$ cat src/rtl/lrf_frame_streamer.sv
// AXI4-Stream source for the LRF fusion input: reads FUSE_COUNT frames from a synchronous-read
// frame memory through a 2-entry skid FIFO and emits them back to back with tuser/tlast tags.
module lrf_frame_streamer #(
    parameter  int PIXELS_PER_BEAT = 16,
    parameter  int IMAGE_DIM       = 512,
    parameter  int FUSE_COUNT      = 16,
    parameter  int DATA_WIDTH      = 8 * PIXELS_PER_BEAT,
    localparam int BEATS_PER_FRAME = IMAGE_DIM * IMAGE_DIM / PIXELS_PER_BEAT,
    localparam int ADDR_WIDTH      = $clog2(FUSE_COUNT * BEATS_PER_FRAME),
    localparam int FIDX_WIDTH      = (FUSE_COUNT > 1) ? $clog2(FUSE_COUNT) : 1
) (
    input  logic                  s_axis_aclk,
    input  logic                  s_axis_aresetn,
    input  logic                  start,
    output logic                  busy,
    output logic                  done,
    output logic [FIDX_WIDTH-1:0] frame_idx,
    output logic                  mem_en,
    output logic [ADDR_WIDTH-1:0] mem_addr,
    input  logic [DATA_WIDTH-1:0] mem_rdata,
    output logic [DATA_WIDTH-1:0] m_axis_tdata,
    output logic                  m_axis_tvalid,
    input  logic                  m_axis_tready,
    output logic                  m_axis_tlast,
    output logic                  m_axis_tuser
);

    localparam int BEAT_WIDTH = (BEATS_PER_FRAME > 1) ? $clog2(BEATS_PER_FRAME) : 1;
    localparam logic [ADDR_WIDTH:0]   TOTAL_BEATS = (ADDR_WIDTH + 1)'(FUSE_COUNT * BEATS_PER_FRAME);
    localparam logic [BEAT_WIDTH-1:0] LAST_BEAT   = BEAT_WIDTH'(BEATS_PER_FRAME - 1);
    localparam logic [FIDX_WIDTH-1:0] LAST_FRAME  = FIDX_WIDTH'(FUSE_COUNT - 1);

    if ((IMAGE_DIM * IMAGE_DIM) % PIXELS_PER_BEAT != 0) begin : g_bad_beat_size
        $error("IMAGE_DIM*IMAGE_DIM must be a multiple of PIXELS_PER_BEAT");
    end

    typedef enum logic [1:0] {
        S_IDLE,
        S_FETCH,
        S_DRAIN
    } state_e;

    state_e                  state_q, state_d;
    logic [ADDR_WIDTH:0]     rd_ptr_q, rd_ptr_d;
    logic [BEAT_WIDTH-1:0]   beat_q, beat_d;
    logic [FIDX_WIDTH-1:0]   frame_q, frame_d;
    logic                    done_q, done_d;

    logic                    inflight_q;
    logic                    inf_user_q, inf_last_q;
    logic [FIDX_WIDTH-1:0]   inf_frame_q;

    logic [DATA_WIDTH-1:0]   fifo_data_q  [2];
    logic                    fifo_last_q  [2];
    logic                    fifo_user_q  [2];
    logic [FIDX_WIDTH-1:0]   fifo_frame_q [2];
    logic [1:0]              count_q, count_d;
    logic                    wr_sel_q, rd_sel_q;

    logic                    push, pop, issue, final_beat;
    logic [2:0]              occ_next;

    assign push          = inflight_q;
    assign m_axis_tvalid = (count_q != 2'd0);
    assign pop           = m_axis_tvalid & m_axis_tready;

    // Occupancy seen by the read issuer already credits this cycle's pop, so the
    // skid FIFO refills in step with the sink and the stream has no bubbles.
    assign occ_next = {1'b0, count_q} - {2'b00, pop} + {2'b00, inflight_q};
    assign issue    = (state_q == S_FETCH) && (rd_ptr_q != TOTAL_BEATS) && (occ_next < 3'd2);

    assign final_beat = pop && fifo_last_q[rd_sel_q] && (fifo_frame_q[rd_sel_q] == LAST_FRAME);
    assign count_d    = count_q + {1'b0, push} - {1'b0, pop};

    always_comb begin
        // NOTE: every always_comb output gets a default first so no path can infer a latch.
        state_d  = state_q;
        rd_ptr_d = rd_ptr_q;
        beat_d   = beat_q;
        frame_d  = frame_q;
        done_d   = 1'b0;
        unique case (state_q)
            S_IDLE: begin
                // done_q blocks a start landing in the completion cycle.
                if (start && !done_q) begin
                    state_d  = S_FETCH;
                    rd_ptr_d = '0;
                    beat_d   = '0;
                    frame_d  = '0;
                end
            end
            S_FETCH: begin
                if (rd_ptr_q == TOTAL_BEATS) begin
                    state_d = S_DRAIN;
                end else if (issue) begin
                    rd_ptr_d = rd_ptr_q + (ADDR_WIDTH + 1)'(1);
                    if (beat_q == LAST_BEAT) begin
                        beat_d  = '0;
                        frame_d = frame_q + FIDX_WIDTH'(1);
                    end else begin
                        beat_d = beat_q + BEAT_WIDTH'(1);
                    end
                end
            end
            S_DRAIN: begin
                if (final_beat) begin
                    state_d = S_IDLE;
                    done_d  = 1'b1;
                end
            end
            default: state_d = S_IDLE;
        endcase
    end

    always_ff @(posedge s_axis_aclk or negedge s_axis_aresetn) begin
        if (!s_axis_aresetn) begin
            state_q     <= S_IDLE;
            rd_ptr_q    <= '0;
            beat_q      <= '0;
            frame_q     <= '0;
            done_q      <= 1'b0;
            inflight_q  <= 1'b0;
            inf_user_q  <= 1'b0;
            inf_last_q  <= 1'b0;
            inf_frame_q <= '0;
            count_q     <= '0;
            wr_sel_q    <= 1'b0;
            rd_sel_q    <= 1'b0;
        end else begin
            // NOTE: non-blocking assignments so every register samples pre-edge values.
            state_q    <= state_d;
            rd_ptr_q   <= rd_ptr_d;
            beat_q     <= beat_d;
            frame_q    <= frame_d;
            done_q     <= done_d;
            inflight_q <= issue;
            if (issue) begin
                inf_user_q  <= (beat_q == '0);
                inf_last_q  <= (beat_q == LAST_BEAT);
                inf_frame_q <= frame_q;
            end
            count_q <= count_d;
            if (push) wr_sel_q <= ~wr_sel_q;
            if (pop)  rd_sel_q <= ~rd_sel_q;
        end
    end

    // NOTE: FIFO storage has no reset; outputs are gated by tvalid, so stale entries never leak.
    always_ff @(posedge s_axis_aclk) begin
        if (push) begin
            fifo_data_q[wr_sel_q]  <= mem_rdata;
            fifo_last_q[wr_sel_q]  <= inf_last_q;
            fifo_user_q[wr_sel_q]  <= inf_user_q;
            fifo_frame_q[wr_sel_q] <= inf_frame_q;
        end
    end

    assign m_axis_tdata = m_axis_tvalid ? fifo_data_q[rd_sel_q]  : '0;
    assign m_axis_tlast = m_axis_tvalid ? fifo_last_q[rd_sel_q]  : 1'b0;
    assign m_axis_tuser = m_axis_tvalid ? fifo_user_q[rd_sel_q]  : 1'b0;
    assign frame_idx    = m_axis_tvalid ? fifo_frame_q[rd_sel_q] : '0;

    assign mem_en   = issue;
    assign mem_addr = rd_ptr_q[ADDR_WIDTH-1:0];
    assign busy     = (state_q != S_IDLE);
    assign done     = done_q;

endmodule
$ cat config.mk
export PLATFORM = sky130hd
export DESIGN_NAME = lrf_frame_streamer
export DESIGN_NICKNAME = d
export VERILOG_FILES = /design/src/rtl/lrf_frame_streamer.sv
export SDC_FILE = /design/constraint.sdc
export NUM_CORES = 1
export LEC_CHECK = 0
export ABC_AREA = 1
export CORE_MARGIN = 1.5
export CORE_UTILIZATION = 55
export DETAILED_ROUTE_END_ITERATION = 12
export GPL_TIMING_DRIVEN = 0
export PLACE_DENSITY = 0.87
export SETUP_SLACK_MARGIN = 0.15
export SLEW_MARGIN = 20
export SYNTH_ARGS = -nofsm -noshare
export SYNTH_HDL_FRONTEND = slang
export SYNTH_SLANG_ARGS = --single-unit
$ cat constraint.sdc
create_clock -name s_axis_aclk -period 15.31 [get_ports s_axis_aclk]
set_input_delay 3.062 -clock s_axis_aclk [delete_from_list [all_inputs] [get_ports s_axis_aclk]]
set_output_delay 3.062 -clock s_axis_aclk [all_outputs]
set_load 0.02 [all_outputs]
==> summary.md, run 1 <==
| Metric | Value |
|---|---|
| First-pass GRT wire length | 52900 um |
| Status | complete, no violations |
| TNS Setup | 0 ns |
| Clock Sinks | 319 |
| Worst slew margin | between 40% and 50% |
| Combinational share of power | 46.4% |
| DRT Wirelength | around 36000 um |
| Yosys cell types | 35 |
| CTS tree | built |
| Syn avg cell area | between 10 and 15 um^2 |
| Maximum clock rate | approximately 0.11 GHz |
| Hold Crit Depth | 0 |
| Synth top area share | about three fifths |
| Seq/Total Area, Yosys | between 70 and 80% |
| Fin. max-slew vios | 0 |
| Setup crit end kind | primary output |
| Sequential share of power | approximately 33% |
| Max Cap Violations | 0 |
| DRC | 0 |
| Via/cell ratio | ~5.4 |
| Setup violators final | 0 |
| All-Layer GR Usage | 28.4% |
| Post-route cell area | ~0.018 mm^2 |
| Grt ovf | 0 |
| Synth top area cells | edfxtp_1 62%, nand2_1 11%, dfrtp_1 9.8% |
| Initial antenna violation count | 4 |
| Register area | about 0.0093 mm^2 |
| HP Start | inf_last_q |
| Vias post-DR | between 9000 and 10000 |
| Nets | 1600 |
| Post-Syn Area | between 0.01 and 0.015 mm^2 |
| Post_cts resized | 0 |
| Sw Ratio | between 30% and 40% |
| GP Congestion | approximately 0.91 |
| Synth Instances | 1133 |
| Ratio of final minimum period to clock period | around three fifths |
| TritonRoute pass-1 iters | 5 |
| Critical path data required time | roughly 12 ns |
| Filler Cells Inserted | roughly 1400 |
| Num CTS Buffers | 31 |
| Placed Area | about 0.017 mm^2 |
| Worst-path maximum fanout | 8 |
| Die ar. | 0.0247 mm^2 |
| Min-Delay Path Class | register to register |
| Root Buffer | clkbuf_16 |
| NetSw | between 1 and 1.5 mW |
| Clk pwr share | 20.4% |
| Worst Setup Start Kind | input port |
| RSZ-0062 raised after global routing | false |
| Layout cells sized above 1 | approximately 7.0% |
| Multi-input logic area | around 0.0032 mm^2 |
| Hold path endpoint | fifo_last_q[1] |
| Vias in the first global route | ~9500 |
| Post-Route Skew | roughly 0.028 ns |
| Reg2Reg Launch Point | count_q[1] |
| Internal power | 2.19 mW |
| Fin crit period | 9.14 ns |
| Port bufs | about 290 |
| Power per cell area | around 210 mW/mm^2 |
| Reg2reg path depth | 15 |
| Register bit total from synthesis | ~320 |
| Syn. warnings | 0 |
| Syn Nets | 1273 |
| Clock latency on the worst-skew pair | roughly 0.56 ns |
| Postcts setup bufs | 0 |
| Leakage | approximately 6.5 nW |
| Area Growth Syn to Fin | 34.0% |
| Hold_buf cts | 0 |
| Pre-CTS setup slack | a little over 6 ns |
| Initial Utilization | 55.9% |
| Routed WL per cell | 20.1 um |
| Die width | around 160 um |
| Antenna viol nets, final | 0 |
| Largest net degree at the start of global routing | 70 |
| H-tree levels | 1 |
| First DRT Iteration DRCs | 932 |
| Worst slew pin tran | roughly 0.77 ns |
| Hold Vio Cnt, Final | 0 |
| Setup CP Type | input port to primary output |
| Area of the core | 0.0234 mm^2 |
| CTS clock-pin slew for the worst setup and hold paths | roughly 0.060 ns |
| Reg2reg end | beat_q[9] |
| Row count | 56 |
| DPL Wire Length | 23900 um |
| Reg2reg setup slack | about 12 ns |
| Worst VDD drop | roughly 0.11 mV |
| Io pins | between 200 and 300 |
| Synth area leader | edfxtp_1 |
| Min setup slack post-route | about 6.2 ns |
| Clock Path Buffers | 3 |
| Die Ht | 157 um |
| Arr. time, crit path | 6.08 ns |
## how the worst max path moves through the flow
| stage | to | start | slack (ns) | cells after the start |
|---|---|---|---|---|
| 2_1_floorplan | mem_en | m_axis_tready | 7.54 | 10 |
| 3_3_place_gp | fifo_data_q[0][126] | inflight_q | 5.73 | 2 |
| 3_5_place_dp | mem_en | m_axis_tready | 6.21 | 12 |
| 4_1_cts | mem_en | m_axis_tready | 6.18 | 12 |
| 5_1_grt | mem_en | m_axis_tready | 6.01 | 12 |
| 6_report | mem_en | m_axis_tready | 6.17 | 12 |
## power groups by stage
| stage | Combinational (mW) | Sequential (mW) | Clock (mW) |
|---|---|---|---|
| 2_1_floorplan | 0.883 | 1.22 | 0 |
| 3_3_place_gp | 1.57 | 1.25 | 0 |
| 3_5_place_dp | 1.65 | 1.21 | 0 |
| 4_1_cts | 1.67 | 1.20 | 0.741 |
| 5_1_grt | 1.78 | 1.21 | 0.776 |
| 6_report | 1.68 | 1.20 | 0.736 |
## per-stage QoR
| stage | util [%] | hold slack (ns) | power (mW) | instances |
|---|---|---|---|---|
| final | 74.9 | 0.474 | 3.61 | 1808 |
| after global routing | 74.9 | 0.496 | 3.77 | 1806 |
| after CTS | 74.9 | 0.474 | 3.61 | 1803 |
| after detailed placement | 70.7 | 0.460 | 2.86 | 1746 |
| after global placement | 69.9 | 0.450 | 2.82 | 1739 |
| after floorplan | - | 0.442 | 2.11 | 1133 |
## cells in the final DEF, fill, tap and decap left out, types with 27 or more instances in the layout
cell type,n
edfxtp_1,268
clkbuf_16,31
dfrtp_1,51
clkbuf_1,30
nand2_1,374
inv_1,44
a21oi_1,131
nand3_1,42
nor2_1,58
o21ai_0,27
clkdlybuf4s50_1,286
## state kept, by name, summed over array words and instances (netlist names), 2 cells and up
name	count
fifo_last_q	2
fifo_user_q	2
count_q	2
fifo_data_q	256
rd_ptr_q	19
inf_frame_q	4
frame_q	4
beat_q	14
state_q	2
fifo_frame_q	8
## Yosys cell counts, drive strengths merged
cell type / n
fa: 1
ha: 7
mux2i: 5
dfrtp: 51
nand3: 43
xor2: 15
buf: 42
nand3b: 1
a22oi: 1
nand4: 4
a21oi: 131
edfxtp: 268
nor4: 1
and2: 1
nor3: 8
nor2: 62
clkbuf: 27
o21ai: 30
xnor2: 3
o22ai: 4
inv: 49
nand2: 379
## kinds of logic after synthesis
group           count (synthesis)  synth area share [%]
compound gates                166                  6.49
simple gates                  499                  15.5
buf+inv                       118                  4.36
xor+xnor                       18                  1.21
fa+ha+maj                       8                 0.823
flops                         319                  71.3
mux                             5                 0.383
## metal layers
layer	track usage, %	vias up	wire, um
li1	-	4516	-
met1	32.8	4730	13100
met2	49.9	485	18300
met3	7.93	83	3630
met4	11.3	0	1320
met5	0	-	0
## worst max-delay path, stage by stage
cell and delay, ns:
clkdlybuf4s50_1 0.45, nand2_1 0.16, inv_1 0.06, ha_1 0.27
inv_1 0.04, ha_1 0.19, fa_1 0.39, xnor2_1 0.14
nor2_1 0.18, nand3_4 0.16, inv_1 0.28, clkdlybuf4s50_1 0.67
## final cells by class
class                      instances  share of cell area [%]
inverter                          49                    1.13
antenna                            5                  0.0714
clock buffer                      34                    4.49
multi-input combinational        696                    18.2
buffer                            69                    2.16
clock inverter                    23                    1.07
timing repair buffer             294                    17.4
sequential                       319                    53.2
tap                              319                    2.28
(Power assumes the default switching activity.)
==> run 2: changes to the inputs <==
Settings changed: CORE_UTILIZATION 55 to 51, PLACE_DENSITY 0.87 to 0.81.
Clock period 15.31 ns to 9.2 ns, I/O delays scaled along.
==> run 2 against run 1 <==
  * Global-route usage down 2.6 points
  * Die area up 7.7%
  * Critical path depth unchanged
  * Critical path type unchanged
==> summary.md, run 2 (synthesis results as in run 1) <==
| Metric | Value |
|---|---|
| First-pass GRT wire length | 52100 um (was 52900 um) |
| TritonRoute pass-1 iters | 6 (was 5) |
| Worst Setup Start Kind | input port (unchanged) |
| Fin crit period | ~6.6 ns |
| Placed cells | 1757 (was 1746) |
| Worst VDD drop | 0.200 mV (was 0.111 mV) |
| DPL Wire Length | 23800 um (was 23900 um) |
| Num CTS Buffers | 31 (unchanged) |
| Initial Utilization | 51.9% (was 55.9%) |
| Overall power | 5.92 mW (was 3.61 mW) |
| Die ar. | 0.0266 mm^2 (was 0.0247 mm^2) |
| Largest Register | fifo_data_q (unchanged) |
| Largest net degree at the start of global routing | 104 (was 70) |
| TNS Setup | 0 ns (unchanged) |
| Vias in the first global route | 9557 (was 9508) |
| Post-Route Skew | 0.0122 ns (was 0.0276 ns) |
| Io pins | 288 (unchanged) |
| Commonest non-fill, non-tap cell in the layout | nand2_1 (unchanged) |
| Fin. max-slew vios | 0 (unchanged) |
| Layout Utilization | 69.5% (was 74.9%) |
| CTS tree | built (unchanged) |
| Clock Path Buffers | 3 (unchanged) |
| Power per cell area | 338 mW/mm^2 (was 206 mW/mm^2) |
| Antenna viol nets, final | 0 (unchanged) |
| Arr. time, crit path | 4.73 ns (was 6.08 ns) |
| Port bufs | 287 (unchanged) |
| Leading cell types in the layout, fill and taps excluded | 374 x nand2_1, 286 x clkdlybuf4s50_1, 268 x edfxtp_1 (unchanged) |
| Postcts setup bufs | 0 (unchanged) |
| Status | complete, no violations (unchanged) |
| Initial antenna violation count | 6 (was 4) |
| Biggest regs | fifo_data_q x256, rd_ptr_q x19, beat_q x14 (unchanged) |
| Worst slew margin | 52.4% (was 48.9%) |
| Clock latency on the worst-skew pair | 0.54 ns (was 0.56 ns) |
| Via/cell ratio | 5.31 (was 5.43) |
| Nets | 1600 (unchanged) |
| Post-route insts no fill | 1820 (was 1808) |
| Vias post-DR | 9671 (was 9814) |
| Placed Area | 0.0166 mm^2 (was 0.0165 mm^2) |
| Filler Cells Inserted | 1662 (was 1407) |
| Pre-CTS setup slack | 2.63 ns (was 6.21 ns) |
| Maximum clock rate | around 0.15 GHz |
| GP Congestion | 0.904 (was 0.910) |
| Min-Delay Path Class | register to register (unchanged) |
| Hold_buf cts | 0 (unchanged) |
| Post-route cell area | 0.0175 mm^2 (about the same) |
| Worst-path maximum fanout | 8 (unchanged) |
| Setup crit end kind | primary output (unchanged) |
| Routed WL per cell | 19.3 um (was 20.1 um) |
| Clock Sinks | 319 (unchanged) |
| Area of the core | 0.0252 mm^2 (was 0.0234 mm^2) |
| Setup CP Type | input port to primary output (unchanged) |
| WHS | 0.468 ns (was 0.474 ns) |
| All-Layer GR Usage | 25.8% (was 28.4%) |
| Setup violators final | 0 (unchanged) |
| Hold Vio Cnt, Final | 0 (unchanged) |
| Ratio of final minimum period to clock period | between 70% and 80% |
| Critical path data required time | 7.36 ns (was 12.25 ns) |
| Die Ht | 163 um (was 157 um) |
| Grt ovf | 0 (unchanged) |
| Post_cts resized | 0 (unchanged) |
| Row count | 58 (was 56) |
| DRC | 0 (unchanged) |
| Layout cells sized above 1 | 6.48% (was 7.01%) |
| Max reg flops | 256 (unchanged) |
| H-tree levels | 1 (unchanged) |
| CTS clock-pin slew for the worst setup and hold paths | 0.06 ns (about the same) |
| Die width | 163 um (was 157 um) |
| DRT Wirelength | 35100 um (was 36400 um) |
| Max Cap Violations | 0 (unchanged) |
| Root Buffer | clkbuf_16 (unchanged) |
| Worst slew pin tran | 0.714 ns (was 0.766 ns) |
| RSZ-0062 raised after global routing | false (unchanged) |
| Leakage | 6.51 nW (was 6.55 nW) |
| First DRT Iteration DRCs | 1067 (was 932) |
| Min setup slack post-route | 2.63 ns (was 6.17 ns) |
| Area Growth Syn to Fin | 33.8% (was 34.0%) |
==> run 2: final timing paths <==
check	startpoint	endpoint	slack, ns	cells past startpoint
min in group asynchronous	s_axis_aresetn	rd_ptr_q[8]	1.33	1
worst max register to register	count_q[1]	rd_ptr_q[13]	6.40	16
worst min-delay path	inf_last_q	fifo_last_q[0]	0.47	0
max in group asynchronous	s_axis_aresetn	inf_frame_q[0]	7.43	1
worst min register to register	inf_last_q	fifo_last_q[0]	0.47	0
worst max-delay path	m_axis_tready	mem_en	2.63	12
==> run 2: area by class of cell <==
cell class	count	area [um^2]	share of cell area, %
multi-input cells	696	3190	18.3
clock inverters	12	80.1	0.458
plain buffers	69	379	2.17
clock buffers	43	841	4.81
well taps	330	413	2.36
inverters	49	199	1.14
diodes	8	20.0	0.114
flip-flops and latches	319	9320	53.3
repair buffers	294	3050	17.4
==> run 2: layer usage <==
| metal | track usage (%) | up-vias | routed length (um) | share of wire (%) |
|---|---|---|---|---|
| met5 | 0 | - | 15 | 0.043 |
| met4 | 11.0 | 2 | 1290 | 3.7 |
| met3 | 6.78 | 85 | 3440 | 9.8 |
| met2 | 45.6 | 441 | 18100 | 52 |
| met1 | 29.4 | 4619 | 12200 | 35 |
| li1 | - | 4524 | - | - |
==> run 2: worst max-delay path, stage by stage <==
cell,delay [ns]
clkdlybuf4s50_1,0.39
nand2_1,0.14
inv_1,0.07
ha_1,0.27
inv_1,0.04
ha_1,0.18
fa_1,0.37
xnor2_1,0.14
nor2_1,0.18
nand3_4,0.15
inv_1,0.28
clkdlybuf4s50_1,0.67
==> run 2: report_power, final <==
group          leakage, nW  total (mW)  internal (mW)  switching (mW)
logic                 2.92        2.77           1.06            1.71
registers             3.14        1.99           1.89           0.100
clock network        0.448        1.16          0.659           0.497
total                 6.51        5.92           3.61            2.31
